$ cat src/rtl/writeback_unit.sv
// -----------------------------------------------------------------------------
// writeback_unit
//
// Write-back stage for the Pillar core. Execute results are accepted on a
// valid/ready handshake into a DEPTH-entry in-order circular buffer. The head
// entry retires one per cycle (unless the register file stalls or a flush is
// in progress), producing a registered register-file write and a next-PC value.
//
// Parameters:
//   XLEN     datapath and PC width
//   DEPTH    buffer entries (power of two, >= 2)
//   PC_STEP  increment applied to a retired PC (word-indexed)
//
// Ports:
//   clk        clock, all state updates on the rising edge
//   reset      synchronous active-low reset
//   in_valid   execute presents an entry
//   in_ready   buffer can accept (count != DEPTH, registered-state only)
//   in_data    result to write back
//   in_pc      PC of the instruction
//   in_ir      instruction word
//   rf_stall   register file busy; head is held
//   flush      discard all buffered entries (drops a same-cycle push)
//   rf_we      register-file write enable pulse
//   rf_rd      destination register of the retired entry
//   rf_wd      write data of the retired entry
//   pc_valid   pulse per retired entry
//   pc_o       next PC of the retired entry (0 for an illegal opcode)
//   illegal_o  pulse when the retired opcode is unsupported
//   count      current buffer occupancy
//   retired_o  (WB_RETIRE_CNT_EN only) pops since reset, wraps at 2^32
//
// Optional feature macro: WB_RETIRE_CNT_EN
// -----------------------------------------------------------------------------

// Opcode decode values normally supplied by opcode.v; guarded so a build that
// already includes opcode.v keeps its definitions.
`ifndef DECODE_R_TYPE
`define DECODE_R_TYPE 7'b0110011
`endif
`ifndef DECODE_I_TYPE
`define DECODE_I_TYPE 7'b0010011
`endif

module writeback_unit #(
    parameter int XLEN    = 32,
    parameter int DEPTH   = 4,
    parameter int PC_STEP = 1
) (
    input  logic                       clk,
    input  logic                       reset,
    input  logic                       in_valid,
    output logic                       in_ready,
    input  logic [XLEN-1:0]            in_data,
    input  logic [XLEN-1:0]            in_pc,
    input  logic [31:0]                in_ir,
    input  logic                       rf_stall,
    input  logic                       flush,
    output logic                       rf_we,
    output logic [4:0]                 rf_rd,
    output logic [XLEN-1:0]            rf_wd,
    output logic                       pc_valid,
    output logic [XLEN-1:0]            pc_o,
    output logic                       illegal_o,
`ifdef WB_RETIRE_CNT_EN
    output logic [31:0]                retired_o,
`endif
    output logic [$clog2(DEPTH):0]     count
);

    localparam int AW = $clog2(DEPTH);
    localparam int CW = AW + 1;
    localparam logic [CW-1:0] FULL = CW'(DEPTH);

    // Entry storage
    logic [XLEN-1:0] mem_data [DEPTH];
    logic [XLEN-1:0] mem_pc   [DEPTH];
    logic [31:0]     mem_ir   [DEPTH];

    logic [AW-1:0] wr_ptr;
    logic [AW-1:0] rd_ptr;

    logic push;
    logic pop;

    // Head entry and its decode
    logic [XLEN-1:0] head_data;
    logic [XLEN-1:0] head_pc;
    logic [31:0]     head_ir;
    logic            head_legal;
    logic            head_we;
    logic [XLEN-1:0] head_next_pc;

    // Upper instruction bits are carried in the buffer but not needed here.
    logic unused_ir_bits;

    // Ready looks only at registered occupancy: no path from rf_stall/in_valid.
    assign in_ready = (count != FULL);

    // Flush wins over both a push and a pop in the same cycle.
    assign push = in_valid && in_ready && !flush;
    assign pop  = !rf_stall && (count != '0) && !flush;

    assign head_data = mem_data[rd_ptr];
    assign head_pc   = mem_pc[rd_ptr];
    assign head_ir   = mem_ir[rd_ptr];

    assign unused_ir_bits = ^head_ir[31:12];

    // NOTE: every signal driven in always_comb gets a default first, so no
    // path through the block leaves it unassigned and a latch is never inferred.
    always_comb begin
        head_legal   = 1'b0;
        head_we      = 1'b0;
        head_next_pc = '0;
        if ((head_ir[6:0] == `DECODE_R_TYPE) || (head_ir[6:0] == `DECODE_I_TYPE)) begin
            head_legal   = 1'b1;
            head_we      = (head_ir[11:7] != 5'd0);
            head_next_pc = head_pc + XLEN'(PC_STEP);
        end
    end

    // NOTE: the storage array has no reset; an entry is only ever read after
    // it has been written, and leaving it unreset keeps it a plain RAM.
    always_ff @(posedge clk) begin
        if (reset && push) begin
            mem_data[wr_ptr] <= in_data;
            mem_pc[wr_ptr]   <= in_pc;
            mem_ir[wr_ptr]   <= in_ir;
        end
    end

    // NOTE: sequential state uses non-blocking assignments so every register
    // samples the pre-edge values, independent of statement order.
    always_ff @(posedge clk) begin
        if (!reset) begin
            wr_ptr <= '0;
            rd_ptr <= '0;
            count  <= '0;
        end else if (flush) begin
            wr_ptr <= '0;
            rd_ptr <= '0;
            count  <= '0;
        end else begin
            if (push) wr_ptr <= wr_ptr + AW'(1);
            if (pop)  rd_ptr <= rd_ptr + AW'(1);
            case ({push, pop})
                2'b10:   count <= count + CW'(1);
                2'b01:   count <= count - CW'(1);
                default: count <= count;
            endcase
        end
    end

    // Retire outputs: pulses are set only in the cycle after a pop, data-like
    // outputs hold their last value otherwise.
    always_ff @(posedge clk) begin
        if (!reset) begin
            rf_we     <= 1'b0;
            rf_rd     <= '0;
            rf_wd     <= '0;
            pc_valid  <= 1'b0;
            pc_o      <= '0;
            illegal_o <= 1'b0;
        end else begin
            rf_we     <= pop && head_we;
            pc_valid  <= pop;
            illegal_o <= pop && !head_legal;
            if (pop) begin
                rf_rd <= head_ir[11:7];
                rf_wd <= head_data;
                pc_o  <= head_next_pc;
            end
        end
    end

`ifdef WB_RETIRE_CNT_EN
    // Survives flush; only reset clears it.
    always_ff @(posedge clk) begin
        if (!reset)   retired_o <= '0;
        else if (pop) retired_o <= retired_o + 32'd1;
    end
`endif

endmodule

$ cat config.mk
export PLATFORM = sky130hd
export DESIGN_NAME = writeback_unit
export DESIGN_NICKNAME = d
export VERILOG_FILES = /design/src/rtl/writeback_unit.sv
export SDC_FILE = /design/constraint.sdc
export NUM_CORES = 1
export LEC_CHECK = 0
export CAP_MARGIN = 10
export CORE_MARGIN = 8
export CORE_UTILIZATION = 55
export DETAILED_ROUTE_END_ITERATION = 10
export PLACE_DENSITY = 0.79
export RECOVER_POWER = 25
export SYNTH_ARGS = -nofsm -noshare
export SYNTH_HDL_FRONTEND = slang
export SYNTH_SLANG_ARGS = --single-unit
$ cat constraint.sdc
create_clock -name clk -period 4.5 [get_ports clk]
set_clock_uncertainty 0.2 [all_clocks]
set_input_delay 0.9 -clock clk [delete_from_list [all_inputs] [get_ports clk]]
set_output_delay 0.9 -clock clk [all_outputs]
set_load 0.005 [all_outputs]
==> results of run 1 <==
==> metrics by stage <==
step           cells  hold slack, ns
6_report        1352           0.244
5_1_grt         1351           0.270
4_1_cts         1349           0.248
3_5_place_dp    1280           0.241
3_3_place_gp    1280           0.235
2_1_floorplan    811           0.242
==> area by class of cell <==
class	instances	area, µm²
antenna	3	7.51
clock buffer	56	1050
clock inverter	13	130
fill	1664	8390
inverter	7	26.3
multi-input combinational	386	3540
sequential	381	10600
tap	335	419
timing repair buffer	171	1720
==> where the power goes <==
group | total, mW | switching (mW) | internal [mW]
Sequential | 3.84 | 0.0110 | 3.83
Combinational | 0.207 | 0.105 | 0.103
Clock | 2.97 | 1.24 | 1.74
Total | 7.02 | 1.35 | 5.67
==> worst min path at each step <==
stage                          end  slack [ns]
after floorplan           pc_o[29]        0.24
after global placement    pc_o[21]        0.24
after detailed placement  pc_o[29]        0.24
after CTS                 pc_o[29]        0.25
after global routing      pc_o[29]        0.27
final                     pc_o[29]        0.24
==> registers in the layout, indices dropped and copies added, names as in the netlist, named ones only <==
register,count
count,3
rd_ptr,2
pc_valid,1
mem_ir,44
rf_rd,5
rf_we,1
mem_data,128
mem_pc,128
illegal_o,1
pc_o,32
rf_wd,32
wr_ptr,2
==> critical path: cells and delay by family, from the launching register on <==
kind                      cells  cell delay, ns
AOI/OAI and AO/OA             1            0.17
muxes                         1            0.48
DFF                           1            0.68
xor gates and xnor gates      1            0.18
and+or+nand+nor               3            1.02
buffers and inverters         1            0.47
==> cells by family (layout without fill, tap and decap cells) <==
logic type / count (synthesis) / count (layout)
AOI/OAI and AO/OA: 74 / 74
DFF: 381 / 381
adders and majority gates: 7 / 7
muxes: 70 / 70
buffers and inverters: 44 / 247
xor gates and xnor gates: 35 / 35
other: 0 / 3
and+or+nand+nor: 200 / 200
==> placed cells by master (no fill, tap or decap), types with 13 or more instances in the layout <==
| cell type | instances |
|---|---|
| edfxtp_1 | 300 |
| nand2_1 | 118 |
| xnor2_1 | 15 |
| dfxtp_1 | 78 |
| o21ai_0 | 21 |
| mux4_2 | 43 |
| clkdlybuf4s50_1 | 106 |
| xor2_1 | 20 |
| mux4_1 | 27 |
| clkbuf_1 | 15 |
| dlygate4sd3_1 | 48 |
| a21boi_0 | 39 |
| clkbuf_16 | 38 |
| nand3_1 | 13 |
==> per-layer routing <==
metal	part of all wire (%)	GRT usage (%)	up-vias
li1	-	-	3507
met5	0.20	0	-
met2	50	30.5	226
met4	2.9	6.39	10
met1	41	23.0	3829
met3	6.6	4.09	57
==> impl_metrics.json, run 1 <==
{
  "status": "finished, final reports clean",
  "start_util_pct": 55.6,
  "min_period_over_period_pct": 73.8,
  "dp_slack_ns": 0.961,
  "finalWorstSetupSlack_ns": 1.18,
  "total_power_mw": 7.02,
  "synth_top_cell_by_area": "edfxtp_1",
  "relSlewSlack_pct": 31.2,
  "max_cap_violations": 0,
  "dp_hpwl_um": 18500,
  "fmax_mhz": 301,
  "hold_buffers": 0,
  "hold_class": "register to register",
  "insertion_delay_ns": 0.52,
  "cp_slowest_stage_delay_ns": 0.68,
  "synth.most_common_cell": "edfxtp_1",
  "synth_common_cells": "edfxtp_1 (300), nand2_1 (118), dfxtp_1 (81), mux4_2 (43), a21boi_0 (39)",
  "via_per_inst": 5.64,
  "drt-pass1-iter-count": 4,
  "area_growth_pct": 21.5,
  "die_h_um": 178,
  "antenna_found_initial": 8,
  "port_buffers": 155,
  "synth-simple-area-share_pct": 6.72,
  "grt_max_degree": 45,
  "crit_end": "pc_o[30]",
  "cp_cell_sequence": "buf_4, mux4_1, nand4_1, nor3_1, nand4_1, xor2_1, o21ai_0",
  "power.density_mw_per_mm2": 401,
  "min_period_ns": 3.32,
  "setup_viol": 0,
  "synth.area.top_cells": "edfxtp_1 (62%), dfxtp_1 (11%), mux4_2 (6.7%)",
  "hold_viol": 0,
  "syn_inst": 811,
  "gp_congestion": 0.773,
  "rows": 59,
  "synth.avg_cell_area_um2": 17.8,
  "boundaryPins": 177,
  "r2r.worst_path.cells": 7,
  "cts_sinks": 381,
  "cts_buffer_depth": 3,
  "synth_top_family_by_area": "multiplexers",
  "drive_above_1_share_pct": 12.5,
  "cts-resized-gates": 0,
  "rsz0062_at_grt": "no",
  "leakage_nw": 5.56,
  "cts_tree": "yes",
  "drc": 0,
  "stdcell_area_mm2": 0.0175,
  "ir_drop_mv": 0.360,
  "vias": 7629,
  "synthAdderAreaFrac_pct": 0.660,
  "grt_pass1_vias": 7965,
  "grt_pass1_wl_um": 44100,
  "die_x_um": 178,
  "core_area_mm2": 0.0259,
  "regToRegEndpoint": "pc_o[30]",
  "h-tree-depth": 2,
  "cts-buffers-inserted": 38,
  "startpoint_type": "register",
  "slew_viol_final": 0,
  "synth.top_cell.area_share_pct": 62.5,
  "track_usage_pct": 18.2,
  "arrival_ns": 3.54,
  "critPathRequiredTime_ns": 4.72,
  "synth-edff-count": 300,
  "setup_tns_ns": 0,
  "hp-start": "pc_o[29]",
  "worst-path-max-fanout": 21,
  "path_clk_slew_ns": 0.06,
  "drtIter0Drc": 487,
  "async_flop_share_pct": 0,
  "grt_overflow": 0,
  "final_util_pct": 67.6,
  "post-cts-setup-buffers": 0,
  "ant_nets": 0,
  "critical_path_class": "register to register",
  "cp_slowest_cell": "dfxtp_2",
  "worst-slew-pin-transition_ns": 1.03,
  "wl_per_cell_um": 21.3,
  "nNetsFinal": 1093,
  "ff2ff_setup_slack_ns": 1.18,
  "ys.flop_type": "edfxtp_1",
  "drt-total-wl_um": 28800,
  "synth_cell_types": 43,
  "syn_nets": 919,
  "yosysWarnings": 0,
  "syn_area_mm2": 0.0144,
  "synth_compound_area_share_pct": 3.33,
  "dpl-instance-area_mm2": 0.0163,
  "cpMostUsedCell": "nand4_1",
  "holdPathStages": 2,
  "ys_ff_latch": 381,
  "yosysSeqAreaShare_pct": 73.7,
  "die_area_mm2": 0.0317,
  "synthMuxAreaShare_pct": 11.6,
  "crit_path_end_kind": "register",
  "synth-xor-area-share_pct": 2.13,
  "clockRootBuffer": "clkbuf_16"
}
No activity file was read; power rests on OpenSTA's default activity.
==> run 2: changes to the inputs <==
Settings changed: CORE_UTILIZATION 55 to 50, PLACE_DENSITY 0.79 to 0.76.
Clock period 4.5 ns to 3.02 ns, I/O delays scaled along.
==> run 2 against run 1 <==
Sequential power increased by 49%. Global-route usage decreased by 1.2 points. Count of clock-buffer cells in the layout unchanged. Wire length increased by 1.2%. Setup slack got worse by 0.86 ns. Die area increased by 9.1%.
==> impl_metrics.json, run 2 (synthesized netlist as in run 1, its figures left out) <==
{
  "gp_congestion": 0.762,
  "worst-slew-pin-transition_ns": 0.621,
  "fin_hold_ws_ns": 0.244,
  "fmax_mhz": 371,
  "cts_buffer_depth": 3,
  "track_usage_pct": 17.0,
  "total_power_mw": 10.6,
  "via_per_inst": 5.43,
  "h-tree-depth": 2,
  "core_area_mm2": 0.0285,
  "dp_slack_ns": -0.115,
  "dp_hpwl_um": 18700,
  "nNetsFinal": 1103,
  "hold_class": "register to register",
  "r2r.worst_path.cells": 7,
  "drtIter0Drc": 403,
  "layout_commonest_cell": "edfxtp_1",
  "leakage_nw": 5.66,
  "hold_buffers": 0,
  "cts-resized-gates": 0,
  "cts_tree": "yes",
  "boundaryPins": 177,
  "critPathRequiredTime_ns": 3.22,
  "cp_slowest_cell": "mux4_1",
  "antenna_found_initial": 6,
  "crit_buf_inv": 1,
  "rsz0062_at_grt": "no",
  "drive_above_1_share_pct": 13.8,
  "insertion_delay_ns": 0.52,
  "arrival_ns": 2.90,
  "crit_path_end_kind": "register",
  "cp_slowest_stage_delay_ns": 0.62,
  "top_regs": "mem_data (128), mem_pc (128), mem_ir (44)",
  "min_period_ns": 2.70,
  "post-cts-setup-buffers": 0,
  "dp_cells": 1338,
  "status": "finished, final reports clean",
  "final_util_pct": 62.3,
  "path_depth": 7,
  "hold_viol": 0,
  "port_buffers": 155,
  "worst-path-max-fanout": 7,
  "slew_viol_final": 0,
  "die_h_um": 186,
  "setup_tns_ns": 0,
  "wl_per_cell_um": 20.6,
  "grt_pass1_vias": 8144,
  "holdPathStages": 2,
  "vias": 7661,
  "setup_viol": 0,
  "cts_sinks": 381,
  "start_util_pct": 50.5,
  "startpoint_type": "register",
  "area_growth_pct": 23.4,
  "grt_use_met2_pct": 29.3,
  "cts-buffers-inserted": 39,
  "drt-total-wl_um": 29100,
  "path_clk_slew_ns": 0.06,
  "cp_top_family": "simple AND/OR/NAND/NOR gates",
  "drc": 0,
  "grt_overflow": 0,
  "ant_nets": 0,
  "min_period_over_period_pct": 89.3,
  "die_area_mm2": 0.0345,
  "dpl-instance-area_mm2": 0.0166,
  "finalWorstSetupSlack_ns": 0.322,
  "ir_drop_mv": 0.466,
  "critical_path_class": "register to register",
  "use_met1_pct": 20.4,
  "busiest_layer": "met2",
  "drt-pass1-iter-count": 4,
  "grt_max_degree": 55,
  "max_cap_violations": 0,
  "rows": 62,
  "fin_cells": 1411,
  "stdcell_area_mm2": 0.0178,
  "nFillCells": 2081,
  "grt_use_met3_pct": 4.12,
  "cp_cell_sequence": "buf_4, mux4_1, and3_1, nand4_1, nor3_1, xnor2_1, o21ai_0",
  "final_cell_mix": "edfxtp_1 (300), nand2_1 (118), clkdlybuf4s50_1 (103)",
  "power.density_mw_per_mm2": 595,
  "die_x_um": 186,
  "grt_pass1_wl_um": 45100,
  "clockRootBuffer": "clkbuf_16",
  "relSlewSlack_pct": 58.3
}
-- run 2: cell types whose count changed in the layout (fill, tap and decap cells not counted), moves of 2 or more --
cell             change
clkinv_2             +4
inv_6                -2
clkbuf_8             +2
dlygate4sd3_1        +4
buf_12               +7
clkbuf_1             -5
clkdlybuf4s50_1      -3
buf_4                +2
clkbuf_16            +3
-- run 2: final cells by class --
type / instances / area [µm²] / share of cell area (%)
clock inverters: 15 / 97.6 / 0.549
repair buffers: 180 / 1880 / 10.5
flip-flops and latches: 381 / 10600 / 59.8
inverters: 7 / 26.3 / 0.148
well taps: 384 / 480 / 2.70
diodes: 2 / 5.00 / 0.0281
clock buffers: 56 / 1130 / 6.36
multi-input cells: 386 / 3540 / 19.9
-- run 2: path summary, 6_finish.rpt --
check	from	to	slack, ns
setup reg to reg	register	pc_o[13]	0.32
hold reg to reg	pc_o[27]	pc_o[27]	0.24
hold / removal	pc_o[27]	pc_o[27]	0.24
setup / recovery	register	pc_o[13]	0.32
-- run 2: power breakdown --
part	switching, mW	internal (mW)	total (mW)
Clock	1.86	2.69	4.55
Sequential	0.0148	5.71	5.72
Combinational	0.158	0.159	0.318
-- run 2: worst min-delay path, delay by kind of cell (launching register included) --
family | cells | cell delay (ns)
compound gates | 1 | 0.05
simple gates | 1 | 0.05
flops | 1 | 0.31
-- run 2: routing by layer --
metal	routed length, µm	vias up
met3	2080	74
met1	11400	3837
met2	14700	213
met4	903	10
met5	59	-
li1	-	3527
